`config.mk`:
```
export PLATFORM = sky130hd
export DESIGN_NAME = crc_stream_append
export DESIGN_NICKNAME = d
export VERILOG_FILES = /design/src/rtl/crc_stream_append.sv
export SDC_FILE = /design/constraint.sdc
export NUM_CORES = 1
export LEC_CHECK = 0
export CAP_MARGIN = 20
export CELL_PAD_IN_SITES_DETAIL_PLACEMENT = 2
export CELL_PAD_IN_SITES_GLOBAL_PLACEMENT = 2
export CORE_AREA = 2 2 105 107
export CTS_CLUSTER_DIAMETER = 100
export DETAILED_ROUTE_END_ITERATION = 6
export DIE_AREA = 0 0 107 109
export DONT_BUFFER_PORTS = 1
export PLACE_DENSITY_LB_ADDON = 0.1
export SYNTH_ARGS = -nofsm -noshare
export SYNTH_HDL_FRONTEND = slang
export SYNTH_SLANG_ARGS = --single-unit
```
`constraint.sdc`:
```
create_clock -name clock -period 2.43 [get_ports clock]
set_input_delay 0 -clock clock [delete_from_list [all_inputs] [get_ports clock]]
set_output_delay 0 -clock clock [all_outputs]
set_load 0.01 [all_outputs]
```
`src/rtl/crc_stream_append.sv`:
```
// Byte-stream pass-through that appends a CRC (MSB-first, non-reflected) after each frame's last byte.
// One-cycle latency, full throughput; in_ready follows the output register's free slot and drops while CRC bytes go out.
module crc_stream_append #(
  parameter int                   CRC_WIDTH = 24,
  parameter logic [CRC_WIDTH-1:0] POLY      = 24'h864CFB,
  parameter logic [CRC_WIDTH-1:0] INIT      = 24'hB704CE,
  parameter logic [CRC_WIDTH-1:0] XOR_OUT   = '0
) (
  input  logic                 clock,
  input  logic                 reset,
  input  logic                 in_valid,
  output logic                 in_ready,
  input  logic [7:0]           in_data,
  input  logic                 in_last,
  output logic                 out_valid,
  input  logic                 out_ready,
  output logic [7:0]           out_data,
  output logic                 out_last,
  output logic [CRC_WIDTH-1:0] crc_value,
  output logic                 crc_done
);

  localparam int         NB       = CRC_WIDTH / 8;
  localparam logic [2:0] LAST_IDX = 3'(NB - 1);

  typedef enum logic {PASS, APPEND} state_t;

  state_t               state;
  logic [CRC_WIDTH-1:0] crc_reg;
  logic [CRC_WIDTH-1:0] hold;
  logic [CRC_WIDTH-1:0] crc_upd;
  logic [2:0]           idx;
  logic                 out_free;
  logic                 in_fire;

  function automatic logic [CRC_WIDTH-1:0] crc_byte(input logic [CRC_WIDTH-1:0] c,
                                                    input logic [7:0]           d);
    logic [CRC_WIDTH-1:0] r;
    r = c ^ (CRC_WIDTH'(d) << (CRC_WIDTH - 8));
    for (int i = 0; i < 8; i++) begin
      r = r[CRC_WIDTH-1] ? ((r << 1) ^ POLY) : (r << 1);
    end
    return r;
  endfunction

  assign out_free = !out_valid || out_ready;
  assign in_ready = (state == PASS) && out_free;
  assign in_fire  = in_valid && in_ready;
  assign crc_upd  = crc_byte(crc_reg, in_data);

  always_ff @(posedge clock) begin
    if (!reset) begin
      state     <= PASS;
      crc_reg   <= INIT;
      hold      <= '0;
      idx       <= '0;
      out_valid <= 1'b0;
      out_last  <= 1'b0;
      out_data  <= '0;
      crc_value <= '0;
      crc_done  <= 1'b0;
    end else begin
      crc_done <= 1'b0;
      case (state)
        PASS: begin
          if (in_fire) begin
            out_data  <= in_data;
            out_valid <= 1'b1;
            out_last  <= 1'b0;
            crc_reg   <= crc_upd;
            if (in_last) begin
              crc_value <= crc_upd ^ XOR_OUT;
              hold      <= crc_upd ^ XOR_OUT;
              crc_done  <= 1'b1;
              idx       <= '0;
              state     <= APPEND;
            end
          end else if (out_ready) begin
            out_valid <= 1'b0;
            out_last  <= 1'b0;
          end
        end
        APPEND: begin
          // Leaving APPEND as the final CRC byte is loaded lets the next frame's
          // first byte replace it on its own handshake, keeping the gap at NB cycles.
          if (out_free) begin
            out_data  <= hold[CRC_WIDTH-1 -: 8];
            hold      <= hold << 8;
            out_valid <= 1'b1;
            out_last  <= (idx == LAST_IDX);
            idx       <= idx + 3'd1;
            if (idx == LAST_IDX) begin
              idx     <= '0;
              crc_reg <= INIT;
              state   <= PASS;
            end
          end
        end
        default: state <= PASS;
      endcase
    end
  end

endmodule

```
After elaboration in Yosys (flattened, before gate mapping)
Cells that the tools add are included.

cells by class
  magnitude comparators = 0
  equality and inequality tests = 6
  shifts and indexed selects = 0
  reductions and logical operators = 10
  multiply operators = 0
  bitwise logic cells = 11
  divide/modulo/power cells = 0
  add/sub/neg operators = 1
  mux-type cells = 36

operators with widths
  operator                                               count
  two-way mux 24 bit                                     14
  inverter 13 bit                                        8
  one-hot mux 24 bit (2 select lines)                    2
  bitwise XOR 24 bit                                     1
  two-way mux 8 bit                                      2
  one-hot mux 8 bit (2 select lines)                     1
  two-way mux 3 bit                                      4
  two-way mux 1 bit                                      9
  AND reduction 3 bit                                    3
  one-hot mux 1 bit (2 select lines)                     3
  one-hot mux 3 bit (2 select lines)                     1
  inequality test 2 x 1 -> 1 bit, second input constant  2
  inequality test 2 bit, second input constant           2
  AND reduction 2 bit                                    2
  adder 3 x 1 -> 3 bit, second input constant            1
  equality test 3 x 2 -> 1 bit, second input constant    1
  inequality test 3 bit, second input constant           1
  logical AND 1 bit                                      2
  inverter 1 bit                                         2
  OR reduction 2 bit                                     1
  logical NOT 1 bit                                      1
  logical OR 1 bit                                       1

word-level totals
  flip-flop bits (word level) = 87
  RAM bits = 0
  memory bits (read-only) = 0
  input bits = 13
  logic and storage cells = 73
  latch bits = 0
  memories = 0

Logic depth before layout (Yosys ltp)
  word-level depth = 20
  mapped depth = 7
  depth with buffers taken out = 5

Least setup slack after synthesis
No wires, ideal clock.

  path kind = register -> register
  from = register crc_reg[16]
  to = register hold[14]
  stages on the path, launching flop included = 6
  setup time = 0.058 ns
  arrival time = 1.837 ns
  path slack = 0.535 ns
  clock period less this slack = 1.895 ns
  buffers on the path = 0
  required time = 2.372 ns
  cell sequence = dfxtp_1 -> xnor2_1 -> xnor3_2 -> xnor3_1 -> o21ai_0 -> o211a_1

between the ends
  cells in the longest elaborated chain, start to end = 15

ends and longest elaborated chain
  element                                  RTL line  RTL
  start: declaration                       29        logic [CRC_WIDTH-1:0] crc_reg;
  start signal: assignment                 70        crc_reg <= crc_upd;
  bitwise XOR 24 bit (*)                   39        r = c ^ (CRC_WIDTH'(d) << (CRC_WIDTH - 8));
  inverter 13 bit (no source line)         n/a
  two-way mux 24 bit (*)                   41        r = r[CRC_WIDTH-1] ? ((r << 1) ^ POLY) : (r << 1);
  inverter 13 bit (no source line)         n/a
  two-way mux 24 bit (*) (5 in series)     41
  inverter 13 bit (no source line)         n/a
  two-way mux 24 bit (*) (2 in series)     41
  two-way mux 24 bit (*)                   71        if (in_last) begin
  two-way mux 24 bit (*)                   66        if (in_fire) begin
  one-hot mux 24 bit (2 select lines) (*)  64        case (state)
  end signal: assignment                   73        hold <= crc_upd ^ XOR_OUT;
  end signal: assignment                   88        hold <= hold << 8;
  end: declaration                         30        logic [CRC_WIDTH-1:0] hold;

Every way passes the cells marked *; elsewhere a longest branch is shown, timed or not. The select of a mux whose other input is x is not followed.
A chain may end at the register's enable or synchronous reset.

Final worst setup path
  from = register crc_reg[17]
  to = register crc_reg[17]

between the ends
  cells in the longest elaborated chain, start to end = 13

ends and longest elaborated chain
  element                                  RTL line
  bitwise XOR 24 bit (*)                   39
  inverter 13 bit (no source line)         n/a
  two-way mux 24 bit (*) (5 in series)     41
  inverter 13 bit (no source line)         n/a
  two-way mux 24 bit (*) (3 in series)     41
  two-way mux 24 bit (*)                   66
  one-hot mux 24 bit (2 select lines) (*)  64

Marks and branches as above.

==> flow_metrics.tcl <==
set metrics [dict create \
    outcome "complete, no violations" \
    rows 38 \
    vias 3173 \
    via_per_inst 5.47 \
    cp.required_ps 2690 \
    fp.dieW_um 107 \
    post-cts-setup-buffers 0 \
    slew_headroom_pct 54.2 \
    hpwlAfterDp_um 8750 \
    antenna_found_initial 0 \
    syn-cell-area_sq_mm 0.00401 \
    cp_data_arrival_time_ps 2600 \
    tightest_slew_ps 686 \
    period_minus_slack_ps 2340 \
    synth_top_cell_by_area "dfxtp_1" \
    synth_edf_count 0 \
    io_pins 49 \
    mostFrequentLayoutCells "dfxtp_1 (87), nand2_1 (70), a21oi_1 (47)" \
    ys_seq_elements 87 \
    cp-start-kind "register" \
    grt_max_degree 56 \
    io_buffers 0 \
    async_flop_share_pct 0 \
    drt_wl_total_um 12700 \
    core_area_sq_mm 0.0106 \
    cts-buffers-inserted 9 \
    dp_slack_ps 305 \
    finalClockSkew_ps 7.40 \
    stdcell_area_sq_mm 0.00450 \
    grt_util_all_layers_pct 23.0 \
    yosys.area_share.simple_pct 14.4 \
    maxCapViolCount 0 \
    synth-xor-area-share_pct 19.3 \
    max_freq_mhz 427 \
    post_synth_fa_ha_maj_area_fraction_pct 0 \
    critPathMaxFanout 5 \
    dieArea_sq_mm 0.0117 \
    final_common_cell "dfxtp_1" \
    synth_cell_type_count 40 \
    fillers 1153 \
    synth_compound_area_share_pct 16.8 \
    wl_per_cell_um 21.9 \
    drtAntennaViolNets 0 \
    drive_gt1_share_pct 10.2 \
    drtIter0Drc 111 \
    end_kind "register" \
    hp-class "input pin to register" \
    antennaDiodeCount 0 \
    irDropWorstVdd_mv 0.540 \
    h-tree-depth 3 \
    clock_latency_ps 370 \
    synth_top_family_by_area "XOR/XNOR gates" \
    syn_inst 428 \
    power_leakage_uw 0.00179 \
    critPathKind "register to register" \
    nNetsFinal 449 \
    synth_warnings 0 \
    grt_pass1_wl_um 19800 \
    fin_ws_ps 88.9 \
    grtUsageMet3_pct 4.54 \
    top_usage_layer "met2" \
    place_area_sq_mm 0.00419 \
    root_buffer "clkbuf_8" \
    start_util_pct 37.8 \
    period_share_pct 96.3 \
    rsz0062_at_grt "no" \
    fp.dieH_um 109 \
    hold_viol 0 \
    firstDrtPassIters 4 \
    synth-main-ff-cell "dfxtp_1" \
    synth_mux_area_share_pct 3.00 \
    setup_viol 0 \
    use_met1_pct 30.2 \
    grt_pass1_vias 3350 \
    yosysSeqAreaShare_pct 43.5 \
    hold_depth 3 \
    power_density_mw_per_mm2 1430 \
    gp_congestion 0.843 \
    rr_worst_depth 6 \
    drc_errors 0 \
    postSynthAreaPerCell_sq_um 9.36 \
    syn_nets 441 \
    clock_sinks 87 \
    clk_pin_slew_ps 80 \
    yosys.area.top_type_share_pct 43.5 \
    cts_tree "yes" \
    synthToLayoutAreaGrowth_pct 12.3 \
    grt_util_met2_pct 38.5 \
    tns_ps 0 \
    yosys-top-cells-area "dfxtp_1 (43%), nand2_1 (6.6%), a21oi_1 (5.9%)" \
    grt_overflow 0 \
    maxSlewViolCount 0 \
    clockBufferDepth 2 \
]
what timing repair did:
action	CTS	global route
hold endpoints to repair	36	0
resized for setup	0	1
hold buffers	12	0
setup endpoints to repair	0	1
worst paths after layout:
check	start	to	slack [ps]
max	crc_reg[17]$_SDFFE_PN1P_	crc_reg[17]$_SDFFE_PN1P_	90
min	in_valid	out_last$_SDFFE_PN0P_	20
max reg2reg	crc_reg[17]$_SDFFE_PN1P_	crc_reg[17]$_SDFFE_PN1P_	90
min reg2reg	hold[20]$_SDFFE_PN0P_	hold[20]$_SDFFE_PN0P_	470
layer usage:
metal	wire length [um]	vias up
met4	218	0
li1	-	1493
met2	6140	48
met1	5950	1614
met5	0	-
met3	412	18
cell families (layout without fill, tap and decap cells):
group	Yosys count	in the layout
flops	87	87
buf+inv	32	44
simple gates	139	139
compound gates	110	110
xor+xnor	48	48
mux	12	12
where the power goes:
group	switching, uW	total [uW]	internal, uW
clock	517	971	453
combinational	1730	3340	1610
sequential	331	2120	1780
cell type report:
cell class	instances	area [sq um]	share of cell area (%)
tap	140	175	3.89
sequential	87	1740	38.7
clock buffer	15	176	3.92
inverter	2	7.51	0.167
multi-input combinational	309	2160	47.9
timing repair buffer	27	243	5.39
synthesized netlist by cell type (4+ instances only):
master      n
nor2_1     39
a22oi_1     5
o22ai_1    11
a21oi_1    47
nor3_1      5
dfxtp_1    87
o21ai_0    18
xor2_1      6
xnor3_1    10
nand3_1    12
mux2i_1    12
xnor2_1    17
nand2b_1    4
nand2_1    70
clkbuf_1   27
a2bb2oi_1   4
xnor2_2     4
a211oi_1   10
stage by stage:
step | util, % | total power (uW) | hold WS [ps] | std cells
6_report | 42.4 | 6430 | 15.7 | 580
5_1_grt | 42.4 | 6840 | 36.1 | 580
4_1_cts | 42.4 | 6460 | 15.8 | 580
3_5_place_dp | 39.5 | 5430 | 68.5 | 553
3_3_place_gp | 39.5 | 5370 | 65.4 | 553
2_1_floorplan | - | 4510 | 125 | 428
critical path, stage by stage, from the launching register on:
cell	delay [ps]
dfxtp_1	370
xnor2_4	290
xnor3_4	590
xnor2_2	190
o22ai_1	160
nand2_1	80
dlygate4sd3_1	550
No activity file was read; power rests on OpenSTA's default activity.
